**src/rtl/serial_demux_router.sv**
```systemverilog
// Serial frame decoder feeding demux1to4: start, 2-bit addr, DATA_BITS payload, stop(0).
// Latency: 1 cycle from an accepted bit to the registered sel/din/data_valid/pulses.
// Backpressure: rx_valid=0 stalls all state; data and pulse outputs drop to 0 that cycle.
module serial_demux_router #(
    parameter int DATA_BITS = 8,
    parameter int CNT_W     = 8
) (
    input  logic                 clk,
    input  logic                 rst,
    input  logic                 rx_bit,
    input  logic                 rx_valid,
    output logic [1:0]           sel,
    output logic                 din,
    output logic                 data_valid,
    output logic                 busy,
    output logic                 frame_done,
    output logic                 frame_err,
    output logic [4*CNT_W-1:0]   ch_count
);

    localparam int BC_W = $clog2(DATA_BITS + 1);
    localparam logic [BC_W-1:0] LAST_BIT = BC_W'(DATA_BITS - 1);

    typedef enum logic [1:0] {IDLE, ADDR, DATA, STOP} state_t;

    state_t          state, state_nxt;
    logic [BC_W-1:0] bit_cnt, bit_cnt_nxt;
    logic            addr_hi, addr_hi_nxt;
    logic            addr_half, addr_half_nxt;
    logic [1:0]      sel_nxt;
    logic            din_nxt, dv_nxt, done_nxt, err_nxt;
    logic [CNT_W-1:0] cnt [4];

    always_comb begin
        state_nxt     = state;
        bit_cnt_nxt   = bit_cnt;
        addr_hi_nxt   = addr_hi;
        addr_half_nxt = addr_half;
        sel_nxt       = sel;
        din_nxt       = 1'b0;
        dv_nxt        = 1'b0;
        done_nxt      = 1'b0;
        err_nxt       = 1'b0;
        if (rx_valid) begin
            case (state)
                IDLE: begin
                    if (rx_bit) begin
                        state_nxt     = ADDR;
                        addr_half_nxt = 1'b0;
                    end
                end
                ADDR: begin
                    if (!addr_half) begin
                        addr_hi_nxt   = rx_bit;
                        addr_half_nxt = 1'b1;
                    end else begin
                        sel_nxt       = {addr_hi, rx_bit};
                        addr_half_nxt = 1'b0;
                        bit_cnt_nxt   = '0;
                        state_nxt     = DATA;
                    end
                end
                DATA: begin
                    din_nxt = rx_bit;
                    dv_nxt  = 1'b1;
                    if (bit_cnt == LAST_BIT) begin
                        bit_cnt_nxt = '0;
                        state_nxt   = STOP;
                    end else begin
                        bit_cnt_nxt = bit_cnt + 1'b1;
                    end
                end
                STOP: begin
                    // A high stop bit is an error, never a new start bit.
                    done_nxt  = ~rx_bit;
                    err_nxt   = rx_bit;
                    state_nxt = IDLE;
                end
                default: state_nxt = IDLE;
            endcase
        end
    end

    always_ff @(posedge clk) begin
        if (rst) begin
            state      <= IDLE;
            bit_cnt    <= '0;
            addr_hi    <= 1'b0;
            addr_half  <= 1'b0;
            sel        <= 2'd0;
            din        <= 1'b0;
            data_valid <= 1'b0;
            frame_done <= 1'b0;
            frame_err  <= 1'b0;
            for (int i = 0; i < 4; i++) cnt[i] <= '0;
        end else begin
            state      <= state_nxt;
            bit_cnt    <= bit_cnt_nxt;
            addr_hi    <= addr_hi_nxt;
            addr_half  <= addr_half_nxt;
            sel        <= sel_nxt;
            din        <= din_nxt;
            data_valid <= dv_nxt;
            frame_done <= done_nxt;
            frame_err  <= err_nxt;
            // sel still holds this frame's channel while in STOP.
            if (done_nxt) cnt[sel] <= cnt[sel] + 1'b1;
        end
    end

    assign busy = (state != IDLE);

    for (genvar g = 0; g < 4; g++) begin : g_cnt
        assign ch_count[g*CNT_W +: CNT_W] = cnt[g];
    end

endmodule

```
**config.mk**
```make
export PLATFORM = sky130hd
export DESIGN_NAME = serial_demux_router
export DESIGN_NICKNAME = d
export VERILOG_FILES = /design/src/rtl/serial_demux_router.sv
export SDC_FILE = /design/constraint.sdc
export NUM_CORES = 1
export LEC_CHECK = 0
export ABC_AREA = 1
export BUFFER_PORTS_ARGS = -buffer_cell sky130_fd_sc_hd__buf_4
export CORE_MARGIN = 2
export CORE_UTILIZATION = 46
export CTS_CLUSTER_DIAMETER = 80
export DETAILED_ROUTE_END_ITERATION = 7
export PLACE_DENSITY = 0.79
export SLEW_MARGIN = 25
export SYNTH_ARGS = -nofsm -noshare
export SYNTH_HDL_FRONTEND = slang
export SYNTH_SLANG_ARGS = --single-unit
```
**constraint.sdc**
```tcl
create_clock -name clk -period 2.6 [get_ports clk]
set_clock_uncertainty 0.15 [all_clocks]
set_input_delay 0 -clock clk [delete_from_list [all_inputs] [get_ports clk]]
set_output_delay 0 -clock clk [all_outputs]
set_load 0.01 [all_outputs]
```
==> impl_metrics.xml <==
<?xml version="1.0" encoding="UTF-8"?>
<metrics>
  <group name="status">
    <metric name="outcome" unit="">completed</metric>
  </group>
  <group name="power">
    <metric name="power-per-cell-area" unit="mW/mm2">541.5</metric>
    <metric name="vdd_drop_max" unit="V">0.0002813</metric>
    <metric name="power.leakage" unit="uW">0.001345</metric>
  </group>
  <group name="cells_and_area">
    <metric name="multi_input_comb_area" unit="um2">892.1</metric>
    <metric name="final_net_count" unit="">343</metric>
    <metric name="area.growth.synth_to_final" unit="%">22.67</metric>
    <metric name="most-common-layout-cells" unit="">nand2_1, buf_4, inv_1</metric>
    <metric name="filler_cell_count" unit="">464</metric>
    <metric name="antennaDiodeCount" unit="">0</metric>
    <metric name="mostFrequentLayoutCell" unit="">nand2_1</metric>
    <metric name="post-route-cell-area" unit="mm2">0.002965</metric>
    <metric name="register_area" unit="mm2">0.001281</metric>
    <metric name="drive_gt1_frac" unit="">0.2605</metric>
  </group>
  <group name="setup_path">
    <metric name="cp-end-kind" unit="">flop</metric>
    <metric name="ff2ff_setup_slack" unit="ns">0.29</metric>
    <metric name="crit_required" unit="ns">2.51</metric>
    <metric name="worstPathCellList" unit="">nand2_1 &gt; nand3_1 &gt; nand2_2 &gt; inv_1 &gt; ha_1 &gt; inv_1 &gt; nor2_4 &gt; inv_2 &gt; nor2_2 &gt; nand3_1 &gt; nand2_1 &gt; nor2_1</metric>
    <metric name="worstPathMaxFanout" unit="">10</metric>
    <metric name="startpoint_type" unit="">flop</metric>
    <metric name="slowest_stage" unit="">dfxtp_1</metric>
    <metric name="timing.rr.end" unit="">cnt[3][6]$_DFFE_PP_</metric>
    <metric name="worst_r2r_path_depth" unit="">12</metric>
    <metric name="slowest_cell_delay_on_critical_path" unit="ns">0.62</metric>
    <metric name="worstSetupPathType" unit="">flop to flop</metric>
    <metric name="critical_path_arrival" unit="ns">2.22</metric>
  </group>
  <group name="min_path">
    <metric name="worstHoldEndpoint" unit="">bit_cnt[1]$_SDFFE_PP0P_</metric>
    <metric name="min_delay_path_depth" unit="">3</metric>
    <metric name="hold_path_class" unit="">primary input to flop</metric>
    <metric name="min-delay-start" unit="">rst</metric>
  </group>
  <group name="drt">
    <metric name="drt.antenna.violating_nets" unit="">0</metric>
    <metric name="remaining_drc_errors" unit="">0</metric>
    <metric name="drt-total-wl" unit="mm">5.473</metric>
    <metric name="drt-pass1-iter-count" unit="">4</metric>
    <metric name="routedWlPerCell" unit="um">13.55</metric>
    <metric name="vias" unit="">2011</metric>
    <metric name="detailedRoute.firstIterationViolations" unit="">235</metric>
    <metric name="via_per_inst" unit="">4.978</metric>
  </group>
  <group name="logic_synthesis">
    <metric name="syn_area_per_cell" unit="um2">8.633</metric>
    <metric name="netlist_area_before_placement" unit="mm2">0.002417</metric>
    <metric name="syn-instance-count" unit="">280</metric>
    <metric name="synth.net_count" unit="">290</metric>
    <metric name="yosysUniqueCellTypes" unit="">27</metric>
    <metric name="synth.yosys.seq_area_share" unit="">0.5300</metric>
    <metric name="ys_seq_elements" unit="">48</metric>
    <metric name="ys_warn_count" unit="">0</metric>
  </group>
  <group name="sta">
    <metric name="max_slew.worst_pin.slew" unit="ns">0.4759</metric>
    <metric name="grt_setup_unrepaired" unit="">no</metric>
    <metric name="timing.final.crit_share" unit="">0.8893</metric>
    <metric name="totalNegativeSetupSlack" unit="ns">0</metric>
    <metric name="max_freq" unit="GHz">0.4325</metric>
    <metric name="number_of_failing_hold_endpoints_at_the_final_stage" unit="">0</metric>
    <metric name="period_needed" unit="ns">2.312</metric>
    <metric name="timing.slew.headroom" unit="">0.6823</metric>
    <metric name="finalSetupViolations" unit="">0</metric>
    <metric name="final_max_slew_viol_count" unit="">0</metric>
  </group>
  <group name="global_routing">
    <metric name="grt.total_usage" unit="">0.1936</metric>
    <metric name="antenna_found_initial" unit="">0</metric>
    <metric name="first_global_vias" unit="">1938</metric>
    <metric name="first_pass_grt_wire_length" unit="mm">8.838</metric>
    <metric name="grt-ovfl-total" unit="">0</metric>
    <metric name="largest_net_degree_at_the_start_of_global_routing" unit="">19</metric>
  </group>
  <group name="placement">
    <metric name="detailedPlacementHpwl" unit="mm">4.069</metric>
    <metric name="place_area" unit="mm2">0.002814</metric>
    <metric name="final_estimated_routing_congestion_in_global_placement" unit="">0.9409</metric>
    <metric name="port_buffers" unit="">42</metric>
  </group>
  <group name="cts">
    <metric name="tritoncts" unit="">yes</metric>
    <metric name="clkLatencyLatePin" unit="ns">0.30</metric>
    <metric name="cts_hold_buf" unit="">3</metric>
    <metric name="numCtsBuffers" unit="">5</metric>
    <metric name="clkSinkCount" unit="">48</metric>
    <metric name="worst_setup_hold_path_clk_slew" unit="ns">0.09</metric>
    <metric name="htree_levels" unit="">2</metric>
    <metric name="cts_post_setup_buffers_inserted" unit="">0</metric>
    <metric name="clock_tree.root_cell" unit="">clkbuf_8</metric>
    <metric name="cts.path.max_buffers" unit="">2</metric>
    <metric name="cts-resized-gates" unit="">0</metric>
  </group>
  <group name="floorplanning">
    <metric name="core_region_area" unit="mm2">0.005075</metric>
    <metric name="num_io_pins" unit="">43</metric>
    <metric name="placement_rows" unit="">26</metric>
    <metric name="initial_utilization" unit="">0.4763</metric>
    <metric name="die_height" unit="um">76.49</metric>
    <metric name="chipWidth" unit="um">76.49</metric>
    <metric name="design.die.area" unit="mm2">0.005851</metric>
  </group>
  <group name="flow_run">
    <metric name="cap_violations" unit="">0</metric>
  </group>
</metrics>
## cell usage after synthesis, drive strengths merged
master / count / area share
a211oi: 1 / 0.0031
a21oi: 12 / 0.025
buf: 4 / 0.020
clkbuf: 1 / 0.0016
dfxtp: 16 / 0.13
edfxtp: 32 / 0.40
ha: 6 / 0.031
inv: 50 / 0.080
nand2: 75 / 0.13
nand3: 23 / 0.054
nand4: 2 / 0.0052
nor2: 40 / 0.076
nor3: 4 / 0.0083
nor4: 1 / 0.0026
o21ai: 9 / 0.019
o31ai: 1 / 0.0031
or2: 1 / 0.0026
xor2: 2 / 0.0072
## layout make-up
class,instances,share of cell area
sequential,48,0.4321
inverter,50,0.06498
multi-input combinational,177,0.3008
timing repair buffer,51,0.1316
clock buffer,8,0.04093
tap,70,0.02954
## where the power goes
part	switching, uW	internal [uW]	leakage [uW]
Clock	243	301	0.0000627
Sequential	21.9	842	0.000460
Combinational	121	77.0	0.000823
Total	386	1220	0.00135
## routing by layer
layer	GRT usage	part of all wire	up-vias
met4	0.07818	0.024	0
met2	0.3664	0.52	67
met3	0.02962	0.049	12
li1	-	-	993
met5	0	0	-
met1	0.2151	0.41	939
## worst max path at each step
| stage | endpoint | cells after the start | slack, ns |
|---|---|---|---|
| after floorplan | cnt[2][6]$_SDFFCE_PN0P_ | 15 | 0.61 |
| after global placement | cnt[3][6]$_DFFE_PP_ | 12 | 0.39 |
| after detailed placement | cnt[3][6]$_DFFE_PP_ | 12 | 0.32 |
| after CTS | cnt[3][6]$_DFFE_PP_ | 12 | 0.31 |
| after global routing | cnt[2][6]$_SDFFCE_PN0P_ | 12 | 0.10 |
| final | cnt[3][6]$_DFFE_PP_ | 12 | 0.29 |
## worst max-delay path, delay by kind of cell, from the launching register on
kind,cells,cell delay (ns)
and+or+nand+nor,8,0.88
adders and majority gates,1,0.16
buffers and inverters,3,0.27
DFF,1,0.62
## kinds of logic after synthesis
group,share of synthesized area
buffers and inverters,0.1009
and+or+nand+nor,0.2811
adders and majority gates,0.03106
xor gates and xnor gates,0.007248
DFF,0.5300
AOI/OAI and AO/OA,0.04969
## stage by stage
stage	hold slack, ns	util	instances	setup slack (ns)	total power (uW)
final	0.3367	0.5843	404	0.2877	1606
after global routing	0.3512	0.5843	404	0.1001	1675
after CTS	0.3320	0.5843	404	0.3096	1614
after detailed placement	0.1145	0.5545	393	0.3193	1077
after global placement	0.1056	0.5545	393	0.3906	1068
after floorplan	-0.0009108	-	280	0.6129	1000
## state kept, by name (all words and copies together), names as in the netlist, named ones only
register	cells
addr_hi	1
data_valid	1
frame_done	1
state	2
din	1
addr_half	1
bit_cnt	4
frame_err	1
cnt	32
sel	2
Power figures use the tool's default switching activity.
